===== config.mk =====
export PLATFORM = sky130hd
export DESIGN_NAME = clock_set_ctrl
export DESIGN_NICKNAME = d
export VERILOG_FILES = /design/src/rtl/clock_set_ctrl.sv
export SDC_FILE = /design/constraint.sdc
export NUM_CORES = 1
export LEC_CHECK = 0
export BUFFER_PORTS_ARGS = -buffer_cell sky130_fd_sc_hd__clkbuf_2
export CORE_MARGIN = 5
export CORE_UTILIZATION = 58
export DETAILED_ROUTE_END_ITERATION = 6
export PLACE_DENSITY = 0.89
export SLEW_MARGIN = 20
export SYNTH_ARGS = -nofsm -noshare
export SYNTH_HDL_FRONTEND = slang
export SYNTH_SLANG_ARGS = --single-unit

===== constraint.sdc =====
create_clock -name clk -period 4.1 [get_ports clk]
set_input_delay 0.41 -clock clk [delete_from_list [all_inputs] [get_ports clk]]
set_output_delay 0.41 -clock clk [all_outputs]
set_load 0.005 [all_outputs]

===== src/rtl/clock_set_ctrl.sv =====
// clock_set_ctrl -- time-of-day register set with a mode/inc setting FSM.
//
// Ports
//   clk    in   rising-edge clock for all state
//   reset  in   synchronous, active-high reset (priority over all pulses)
//   tick   in   1 Hz enable pulse; advances time only in RUN
//   mode   in   pulse; advances the setting state
//   inc    in   pulse; increments the field selected by the setting state
//   hr     out  hours   0-23 (registered)
//   min    out  minutes 0-59 (registered)
//   sec    out  seconds 0-59 (registered)
//   state  out  RUN=0 SET_HR=1 SET_MIN=2 SET_SEC=3 SET_AL_HR=4 SET_AL_MIN=5
//   alarm  out  alarm-match flag (only with CLOCK_SET_CTRL_ALARM_EN)
//
// Build option: define CLOCK_SET_CTRL_ALARM_EN to add the alarm registers,
// the two alarm-setting states and the alarm port. Without it, SET_SEC
// returns straight to RUN.

module clock_set_ctrl (
  input  logic       clk,
  input  logic       reset,
  input  logic       tick,
  input  logic       mode,
  input  logic       inc,
  output logic [5:0] hr,
  output logic [6:0] min,
  output logic [6:0] sec,
  output logic [2:0] state
`ifdef CLOCK_SET_CTRL_ALARM_EN
  ,
  output logic       alarm
`endif
);

`ifdef CLOCK_SET_CTRL_ALARM_EN
  typedef enum logic [2:0] {
    RUN        = 3'd0,
    SET_HR     = 3'd1,
    SET_MIN    = 3'd2,
    SET_SEC    = 3'd3,
    SET_AL_HR  = 3'd4,
    SET_AL_MIN = 3'd5
  } state_t;
`else
  typedef enum logic [2:0] {
    RUN     = 3'd0,
    SET_HR  = 3'd1,
    SET_MIN = 3'd2,
    SET_SEC = 3'd3
  } state_t;
`endif

  state_t cur;

  // state output is the FSM register itself
  assign state = cur;

  // Modular increment helpers
  function automatic logic [5:0] hr_inc(input logic [5:0] v);
    return (v == 6'd23) ? '0 : v + 6'd1;
  endfunction

  function automatic logic [6:0] m60_inc(input logic [6:0] v);
    return (v == 7'd59) ? '0 : v + 7'd1;
  endfunction

`ifdef CLOCK_SET_CTRL_ALARM_EN
  logic [5:0] al_hr;
  logic [6:0] al_min;
  logic       al_match;

  // Match is evaluated on the current registered time, so alarm rises
  // one cycle after the matching time is displayed.
  assign al_match = (cur == RUN) && (hr == al_hr) && (min == al_min) &&
                    (sec == 7'd0);
`endif

  always_ff @(posedge clk) begin
    if (reset) begin
      cur    <= RUN;
      hr     <= '0;
      min    <= '0;
      sec    <= '0;
`ifdef CLOCK_SET_CTRL_ALARM_EN
      al_hr  <= '0;
      al_min <= '0;
      alarm  <= 1'b0;
`endif
    end else begin
      case (cur)
        RUN: begin
          // full carry chain: 23:59:59 -> 00:00:00 in a single tick
          if (tick) begin
            if (sec == 7'd59) begin
              sec <= '0;
              if (min == 7'd59) begin
                min <= '0;
                hr  <= hr_inc(hr);
              end else begin
                min <= min + 7'd1;
              end
            end else begin
              sec <= sec + 7'd1;
            end
          end
          // mode together with tick: both take effect
          if (mode) cur <= SET_HR;
        end
        SET_HR: begin
          if (mode)     cur <= SET_MIN;
          else if (inc) hr  <= hr_inc(hr);
        end
        SET_MIN: begin
          if (mode)     cur <= SET_SEC;
          else if (inc) min <= m60_inc(min);
        end
        SET_SEC: begin
`ifdef CLOCK_SET_CTRL_ALARM_EN
          if (mode)     cur <= SET_AL_HR;
`else
          if (mode)     cur <= RUN;
`endif
          else if (inc) sec <= '0;
        end
`ifdef CLOCK_SET_CTRL_ALARM_EN
        SET_AL_HR: begin
          if (mode)     cur   <= SET_AL_MIN;
          else if (inc) al_hr <= hr_inc(al_hr);
        end
        SET_AL_MIN: begin
          if (mode)     cur    <= RUN;
          else if (inc) al_min <= m60_inc(al_min);
        end
`endif
        default: cur <= RUN;
      endcase

`ifdef CLOCK_SET_CTRL_ALARM_EN
      // user pulse dismisses; otherwise latch on match, drop once the
      // minute moves past the alarm minute
      if (mode || inc)           alarm <= 1'b0;
      else if (al_match)         alarm <= 1'b1;
      else if (min != al_min)    alarm <= 1'b0;
`endif
    end
  end

endmodule


== Yosys cells after proc, flatten, opt, wreduce, memory -nomap -nowiden ==
Index checks and enable logic that the tools add are counted.

* Register bits after elaboration: 23
* Word-level logic and storage cells: 57

* Add/sub/neg operators: 3
* Eq/ne operators: 19
* Muxes and demuxes: 23
* Reductions and logical operators: 8

{| class="wikitable"
|+ Operator list
! cell !! number
|-
| 7-bit two-way mux || 9
|-
| 6-bit two-way mux || 6
|-
| 7-bit one-hot mux with 2 select lines || 2
|-
| 2-bit inequality test, second input constant || 13
|-
| 7-bit by 1-bit adder with 7-bit output, second input constant || 2
|-
| 7-bit by 6-bit == test with 1-bit output, second input constant || 2
|-
| 3-bit two-way mux || 4
|-
| 3-bit one-hot mux with 4 select lines || 1
|-
| 6-bit one-hot mux with 2 select lines || 1
|-
| 4-bit AND reduction || 2
|-
| 6-bit by 1-bit adder with 6-bit output, second input constant || 1
|-
| 3-bit by 2-bit == test with 1-bit output, second input constant || 2
|-
| 6-bit by 5-bit == test with 1-bit output, second input constant || 1
|-
| 6-bit AND reduction || 1
|-
| 2-bit nonzero test || 3
|-
| 5-bit AND reduction || 1
|-
| 3-bit by 1-bit == test with 1-bit output, second input constant || 1
|-
| 3-bit zero test || 1
|}

== Longest topological paths before layout ==
Gate-level depths: netlist of the first run.

* Word-level depth: 6
* Gate-level depth with buffers: 6

== Least setup slack after synthesis of the first run ==
Ideal clock, no wire load.

* Path type: register to register
* From: register cur[0] (netlist: state[0])
* To: register hr[5]
* Arrival: 1.746 ns
* Path slack: 2.230 ns
* Stages on the path, launching flop included: 7
* Clock period less this slack: 1.870 ns
* Cells stage by stage: dfxtp_1 > inv_1 > ha_1 > and4bb_4 > nand4_4 > a2111oi_4 > mux2_1

* Word-level cells in the longest chain between the ends: 3
* Elaborated cells between the ends (all ways): 10
* Those cells by class: 6 x eq/ne; 1 x mux; 3 x reduce/logical

{| class="wikitable"
|+ Ends and longest elaborated chain
! item !! RTL line !! RTL
|-
| start: declaration || 53 || <nowiki>state_t cur;</nowiki>
|-
| start signal: assignment || 80 || <nowiki>cur <= RUN;</nowiki>
|-
| start signal: assignment || 107 || <nowiki>if (mode) cur <= SET_HR;</nowiki>
|-
| start signal: assignment || 110 || <nowiki>if (mode) cur <= SET_MIN;</nowiki>
|-
| 3-bit by 1-bit == test with 1-bit output or 3-bit zero test (tied branches) || 90 || <nowiki>case (cur)</nowiki>
|-
| 2-bit inequality test (no source line) or 2-bit nonzero test (tied branches) || n/a ||
|-
| 6-bit AND reduction (no source line) || n/a ||
|-
| end signal: assignment || 98 || <nowiki>hr <= hr_inc(hr);</nowiki>
|-
| end signal: assignment || 111 || <nowiki>else if (inc) hr <= hr_inc(hr);</nowiki>
|-
| end: declaration || 25 || <nowiki>output logic [5:0] hr,</nowiki>
|}

Several ways; a longest one is shown, not always the timed one.
A chain may end at the register's enable or synchronous reset.

== Worst setup path after layout of the first run ==
* From: register sec[0]
* To: register hr[5]

* Word-level cells in the longest chain between the ends: 3

{| class="wikitable"
|+ Ends and longest elaborated chain
! item !! RTL line !! RTL
|-
| start: declaration || 27 || <nowiki>output logic [6:0] sec,</nowiki>
|-
| start signal: assignment || 103 || <nowiki>sec <= sec + 7'd1;</nowiki>
|-
| 7-bit by 6-bit == test with 1-bit output || 94 || <nowiki>if (sec == 7'd59) begin</nowiki>
|-
| 2-bit inequality test (no source line) || n/a ||
|-
| 6-bit AND reduction (no source line) || n/a ||
|}

No other way between the ends.

==> results of run 1 <==
## final cells by class
type                    count  area [sq um]  area share (%)
inverters                  11          41.3            2.65
flip-flops and latches     22           440            28.2
multi-input cells         119           877            56.2
well taps                  28          35.0            2.25
repair buffers             26           130            8.34
clock buffers               4          36.3            2.33
## cell families after synthesis
group / after synthesis
XOR/XNOR: 5
AND/OR/NAND/NOR: 55
multiplexers: 7
flip-flops: 22
buffers and inverters: 18
adder cells (fa/ha/maj): 8
AO/OA/AOI/OAI: 43
other: 1
## per-stage QoR
stage          hold slack, ps  power, mW  cell area (sq um)
6_report                  464      0.492               1560
2_1_floorplan             481      0.334               1400
3_3_place_gp              485      0.363               1520
3_5_place_dp              489      0.371               1520
4_1_cts                   470      0.491               1560
5_1_grt                   483      0.519               1560
## cells in the final DEF (no fill, tap or decap), drive strengths merged, types with 5 or more instances in the layout
cell    synthesis  routed
nand2           6       6
dfxtp          22      22
nor2           17      17
xnor2           5       5
nand2b          5       5
a211oi          6       6
ha              8       8
inv            11      11
clkbuf          3      30
a21oi          11      11
## flip-flops by register name, summed over array words and instances (netlist names)
name   cells
hr         6
min        7
sec        7
state      2
## cell usage after synthesis, drive strengths merged, types with 4 or more instances
master,number,area [sq um]
a2111oi,4,53.8
a211oi,6,45.0
a21o,4,30.0
a21oi,11,55.1
buf,4,31.3
dfxtp,22,440
ha,8,100
inv,11,41.3
mux2i,4,40.0
nand2,6,22.5
nand2b,5,31.3
nand3,4,20.0
nand4,4,40.0
nor2,17,63.8
nor2b,4,25.0
xnor2,5,43.8
## metal layers
layer | vias to the layer above | track usage (%) | wire [um]
met1 | 596 | 22.3 | 1350
met2 | 50 | 34.5 | 1590
li1 | 629 | - | -
met3 | 6 | 3.92 | 229
met5 | - | 0 | 0
met4 | 0 | 8.74 | 51
## power by group through the flow
stage          clock network (mW)  logic, mW  registers (mW)
2_1_floorplan                   0     0.0883           0.245
3_3_place_gp                    0      0.118           0.245
3_5_place_dp                    0      0.124           0.248
4_1_cts                     0.124      0.124           0.243
5_1_grt                     0.136      0.137           0.246
6_report                    0.125      0.124           0.243
## final timing paths
kind / startpoint / end / slack (ps)
min reg2reg: min[6] / min[6] / 510
max reg2reg: sec[0] / hr[5] / 2030
max: sec[0] / hr[5] / 2030
min: mode / state[1] / 460
## worst reg2reg max path, cell delays in order, from the launching register on
cell	delay, ps
dfxtp_1	450
ha_1	220
and4_1	420
nand4_4	170
a2111oi_4	380
mux2_1	340
==> flow_summary.ini, run 1 <==
[run_status]
outcome = finished, final reports clean

[final_layout]
area_growth_pct = 11.2
drive_gt1_share_pct = 21.4
antenna_cells = 0
layoutNonFillerInstCount = 210
utilization_pct = 69.2
fin_nets = 196
fillCellCount = 194

[global_routing]
grt_first_pass_wirelength_um = 5390
grt_max_degree = 24
grt-ovfl-total = 0
grt_pass1_vias = 1268
antenna_found_initial = 0
grt_use_total_pct = 19.5

[drt]
route.detailed.drc = 0
first_pass_iters = 4
route.detailed.wl_per_inst_um = 15.3
wl_um = 3220
first_iter_violations = 33
ant_nets = 0
viasPerCell = 6.10
vias = 1281

[setup_path]
endpoint_kind = register
crit_family = simple AND/OR/NAND/NOR gates
rr_worst_depth = 5
crit_cells = 5
critPathSlowestCell = dfxtp_1
cpPeakStageDelay_ps = 450
cp_num_buf_inv = 0
worstSetupPathType = register to register
crit_required_ps = 4320
arrival_ps = 2290
critPathMaxFanout = 7
cp-start-kind = register
crit_chain = ha_1 -> and4_1 -> nand4_4 -> a2111oi_4 -> mux2_1

[pwr]
swShare_pct = 33.1
p_leak_nw = 0.637
internal-power_uw = 330
p_sw_uw = 163
p_comb_share_pct = 25.3
peakVddDrop_v = 0.000265
seq_power_share_pct = 49.4
powerDensity_mw_per_mm2 = 316
p_clk_share_pct = 25.3

[timing]
max-slew-margin-rel_pct = 65.4
finalCritPeriodShare_pct = 50.5
fin_skew_ps = 1.61
fmax_mhz = 483
setup_tns_ps = 0
finalCriticalPeriod_ps = 2070
setup_viol = 0
drv_slew = 0
postLayoutSetupSlackWorst_ps = 2030
worstMarginPinSlew_ps = 506
finalHoldViolCount = 0
rsz0062_at_grt = no

[logic_synthesis]
synth-seq-cells = 22
synth_top_family_by_area = compound AO/OA/AOI/OAI gates
syn_area_sq_mm = 0.00140
avgSynthCellArea_sq_um = 8.82
synth_edf_count = 0
synthAdderAreaFrac_pct = 7.14
yosys.area_share.simple_pct = 22.7
synthMuxAreaShare_pct = 5.26
ys_async_sr_fraction_pct = 0
yosys_most_used_dff = dfxtp_1
synth.yosys.seq_area_share_pct = 31.4
yosys.cell_types.count = 44
synth-warning-count = 0
synth_compound_area_share_pct = 24.1
synth_nets = 172
synthCells = 159
synthXorXnorAreaFrac_pct = 3.12

[hold_path]
hold_depth = 4
hold_class = input pin to register

[clock_tree]
clock-sinks = 22
clk_latency_ps = 320
hold_buffers = 0
cts_buffer_depth = 2
cts_buffers = 3
cts.reportedPaths.clkPinSlew_ps = 130
post_cts_buffers = 0
cts_tree = done
cts-root-buf = clkbuf_4
htree_levels = 1
cts_resized = 0

[die]
die_area_sq_mm = 0.00350
coreArea_sq_mm = 0.00225
rows = 17
ios = 28
dieWidth_um = 59.2
initial_core_util_pct = 62.2
die_y_um = 59.2

[placement]
io_buffers = 26
gp_routability_congestion = 0.847
place_inst = 206
dp_hpwl_um = 2420
dp_slack_ps = 2050

[flow_run]
maxCapViolCount = 0
Note: power is estimated with default switching activity, not from simulation.
==> run 2: changes to the inputs <==
Settings changed: CORE_UTILIZATION 58 to 54, PLACE_DENSITY 0.89 to 0.85.
Clock period 4.1 ns to 2 ns, I/O delays scaled along.
==> flow_summary.ini, run 2 (synthesized netlist as in run 1, its figures left out) <==
[run_status]
outcome = finished, final reports clean

[drt]
route.detailed.drc = 0
first_pass_iters = 4
viasPerCell = 5.91
first_iter_violations = 77
wl_um = 3130
ant_nets = 0
route.detailed.wl_per_inst_um = 14.1
vias = 1306

[setup_path]
crit_required_ps = 2220
arrival_ps = 2100
critPathMaxFanout = 5
cp-start-kind = register
endpoint_kind = register
worstSetupPathType = register to register

[flow_run]
maxCapViolCount = 0

[pwr]
swShare_pct = 30.0
p_clk_share_pct = 31.1
p_comb_share_pct = 26.0
p_total_mw = 1.13
powerDensity_mw_per_mm2 = 684
p_sw_uw = 340
seq_power_share_pct = 43.0
p_leak_nw = 0.691
internal-power_uw = 793
peakVddDrop_v = 0.000545

[clock_tree]
cts_resized = 0
cts.reportedPaths.clkPinSlew_ps = 130
hold_buffers = 0
clk_latency_ps = 320
post_cts_buffers = 0
cts_tree = done
clock-sinks = 22
htree_levels = 1
cts_buffer_depth = 2
cts-root-buf = clkbuf_4
cts_buffers = 3

[final_layout]
multi_input_area_sq_um = 885
area_growth_pct = 18.1
drive_gt1_share_pct = 27.2
utilization_pct = 66.9
fillCellCount = 202
most-common-layout-cells = 26 x clkbuf_2, 20 x dfxtp_1, 17 x nor2_1, 11 x inv_1, 10 x a21oi_1
mostFrequentLayoutCell = clkbuf_2
fin_nets = 205
antenna_cells = 0
reg_top3 = min: 7 flops, sec: 7 flops, hr: 6 flops
regArea_sq_um = 443

[timing]
whs_ps = 264
fmax_mhz = 533
fin_skew_ps = 3.72
finalHoldViolCount = 0
finalCriticalPeriod_ps = 1880
setup_viol = 0
finalCritPeriodShare_pct = 93.9
setup_tns_ps = 0
drv_slew = 0

[global_routing]
grt_use_total_pct = 19.0
antenna_found_initial = 0
grt_most_used_layer = met2
gr-usage-met1_pct = 22.3
grt_pass1_vias = 1275
grt_use_met2_pct = 33.3
grt-ovfl-total = 0
grt_first_pass_wirelength_um = 5370
use_met3_pct = 4.47
grt_max_degree = 24

[die]
dieWidth_um = 61.0
initial_core_util_pct = 56.6
coreArea_sq_mm = 0.00248
die_y_um = 61.0
ios = 28
die_area_sq_mm = 0.00372
rows = 18

[placement]
dp_hpwl_um = 2430
gp_routability_congestion = 0.904
io_buffers = 26

[hold_path]
hold_class = input pin to register
## run 2: cell types whose count changed in the layout (fill, tap and decap cells not counted), sizes merged
| cell | change |
|---|---|
| buf | +9 |
| bufinv | +1 |
| clkbuf | -1 |
## run 2: power groups by stage
stage               combinational (mW)  clock, mW  sequential (mW)
global route                     0.331      0.377            0.492
floorplan                        0.181          0            0.503
detailed placement               0.289          0            0.495
CTS                              0.292      0.362            0.485
finish                           0.294      0.352            0.487
global placement                 0.280          0            0.492
## run 2: through the flow
| stage | area (sq um) | setup WS [ps] | cells |
|---|---|---|---|
| 2_1_floorplan | 1400 | 130 | 159 |
| 3_5_place_dp | 1590 | 92.0 | 217 |
| 3_3_place_gp | 1590 | 155 | 217 |
| 6_report | 1660 | 122 | 221 |
| 4_1_cts | 1650 | 87.7 | 221 |
| 5_1_grt | 1660 | -0.959 | 221 |
## run 2: routing by layer
metal  vias to the layer above  part of all wire (%)  wire, um
met5                         -                     0         0
met4                         0                   1.7        54
met2                        42                    47      1480
li1                        652                     -         -
met1                       605                    45      1400
met3                         7                   5.8       182
## run 2: layout make-up
cell class	count	share of cell area (%)
multi-input combinational	119	53.4
sequential	22	26.7
timing repair buffer	35	11.9
inverter	11	2.49
tap	30	2.27
clock inverter	1	1.81
clock buffer	3	1.36
## run 2: critical path, stage by stage (launching register included)
cell	delay (ps)
dfxtp_1	390
ha_1	210
and4_2	310
nand4_4	140
a2111oi_4	380
mux2_1	350
## run 2: worst paths after layout
check | slack (ps) | to | depth (start not counted) | start
setup reg to reg | 120 | hr[5] | 5 | min[1]
hold / removal | 260 | state[1] | 4 | mode
setup / recovery | 120 | hr[5] | 5 | min[1]
hold reg to reg | 510 | min[6] | 2 | min[6]
==> run 3: changes to the inputs <==
Settings changed: CORE_MARGIN 5 to unset.
==> flow_summary.ini, run 3 (synthesized netlist as in run 1, its figures left out) <==
[clock_tree]
htree_levels = 1
clk_latency_ps = 320
cts-root-buf = clkbuf_4
cts_buffer_depth = 2
clock-sinks = 22
cts_buffers = 3
cts.reportedPaths.clkPinSlew_ps = 130
cts_tree = done

[setup_path]
critPathMaxFanout = 5
cp-start-kind = register
arrival_ps = 2120
crit_required_ps = 2220
cpPeakStageDelay_ps = 420
worstSetupPathType = register to register
r2r_setup_slack_ps = 100
crit_chain = ha_2 -> and4_4 -> nand4_4 -> a2111oi_4 -> mux2_1
r2r_end = hr[5]
endpoint_kind = register
critPathSlowestCell = a2111oi_4
rr_worst_depth = 5
rr_startpoint = min[1]

[die]
ios = 28
initial_core_util_pct = 57.1
rows = 18
die_area_sq_mm = 0.00281
die_y_um = 53.0
dieWidth_um = 53.0
coreArea_sq_mm = 0.00245

[final_layout]
drive_gt1_share_pct = 27.7
area_growth_pct = 18.4
mostFrequentLayoutCell = clkbuf_2
fin_nets = 205
reg_top3 = min: 7 flops, sec: 7 flops, hr: 6 flops
antenna_cells = 0
most-common-layout-cells = 26 x clkbuf_2, 20 x dfxtp_1, 17 x nor2_1, 11 x inv_1, 10 x a21oi_1
utilization_pct = 67.6

[drt]
wl_um = 3200
viasPerCell = 6.00
route.detailed.wl_per_inst_um = 14.5
first_iter_violations = 49
route.detailed.drc = 0
vias = 1327
ant_nets = 0
first_pass_iters = 4

[timing]
setup_viol = 0
finalHoldViolCount = 0
finalCritPeriodShare_pct = 94.8
setup_tns_ps = 0
finalCriticalPeriod_ps = 1900
fin_skew_ps = 1.66
drv_slew = 0
fmax_mhz = 528
rsz0062_at_grt = no

[flow_run]
maxCapViolCount = 0

[pwr]
seq_power_share_pct = 42.9
p_clk_share_pct = 30.8
p_comb_share_pct = 26.3
peakVddDrop_v = 0.000545
p_sw_uw = 343
swShare_pct = 30.2
powerDensity_mw_per_mm2 = 685
internal-power_uw = 794
p_leak_nw = 0.689

[placement]
dp_hpwl_um = 2390
gp_routability_congestion = 0.808
io_buffers = 26

[global_routing]
grt_first_pass_wirelength_um = 5020
grt_pass1_vias = 1145
antenna_found_initial = 0
grt_use_total_pct = 24.6
grt_max_degree = 24
grt-ovfl-total = 0

[hold_path]
hold_class = input pin to register
hold_depth = 4
min_from = mode
whs_endpoint = state[0]

[run_status]
outcome = finished, final reports clean
[run 3: area by class of cell]
type                    instances  area [sq um]
flip-flops and latches         22           443
inverters                      11          41.3
clock buffers                   3          22.5
clock inverters                 1          30.0
multi-input cells             119           888
fillers                       207           795
well taps                      30          37.5
repair buffers                 35           198
[run 3: what timing repair did]
item | CTS | global route
gates resized for setup | 0 | 8
buffers inserted | 0 | 0
hold endpoints to repair | 0 | 0
endpoints found under the setup margin | 0 | 9
hold buffers | 0 | 0
[run 3: worst max-delay path by stage]
| stage | to | from | cells after the start |
|---|---|---|---|
| after detailed placement | hr[5] | min[0] | 5 |
| after floorplan | hr[5] | state[0] | 6 |
| after global routing | hr[4] | state[0] | 7 |
| after global placement | hr[5] | min[0] | 5 |
| after CTS | hr[5] | min[0] | 5 |
| final | hr[5] | min[1] | 5 |
[run 3: critical path: cells and delay by family, from the launching register on]
| family | cells | cell delay [ps] |
|---|---|---|
| flip-flops | 1 | 390 |
| AND/OR/NAND/NOR | 2 | 420 |
| adder cells (fa/ha/maj) | 1 | 220 |
| AO/OA/AOI/OAI | 1 | 420 |
| multiplexers | 1 | 350 |
[run 3: per-stage QoR]
stage | setup slack (ps) | std cells | total power [mW] | cell area, sq um | hold WS, ps
floorplan | 130 | 159 | 0.684 | 1400 | 417
global placement | 158 | 217 | 0.772 | 1590 | 490
detailed placement | 48.9 | 217 | 0.787 | 1590 | 506
CTS | 25.1 | 221 | 1.13 | 1650 | 260
global route | 17.4 | 221 | 1.20 | 1660 | 284
finish | 105 | 221 | 1.14 | 1660 | 256
[run 3: power by group through the flow]
stage	clock (mW)	combinational (mW)	sequential, mW
finish	0.350	0.299	0.488
floorplan	0	0.181	0.503
global placement	0	0.279	0.493
CTS	0.353	0.294	0.486
detailed placement	0	0.291	0.496
global route	0.378	0.331	0.491
[run 3: metal layers]
metal / vias to the layer above / GRT usage, % / part of all wire, %
met3: 14 / 4.02 / 5.0
met5: - / 0 / 0
li1: 652 / - / -
met4: 0 / 10.1 / 2.5
met2: 52 / 40.9 / 48
met1: 609 / 31.0 / 44
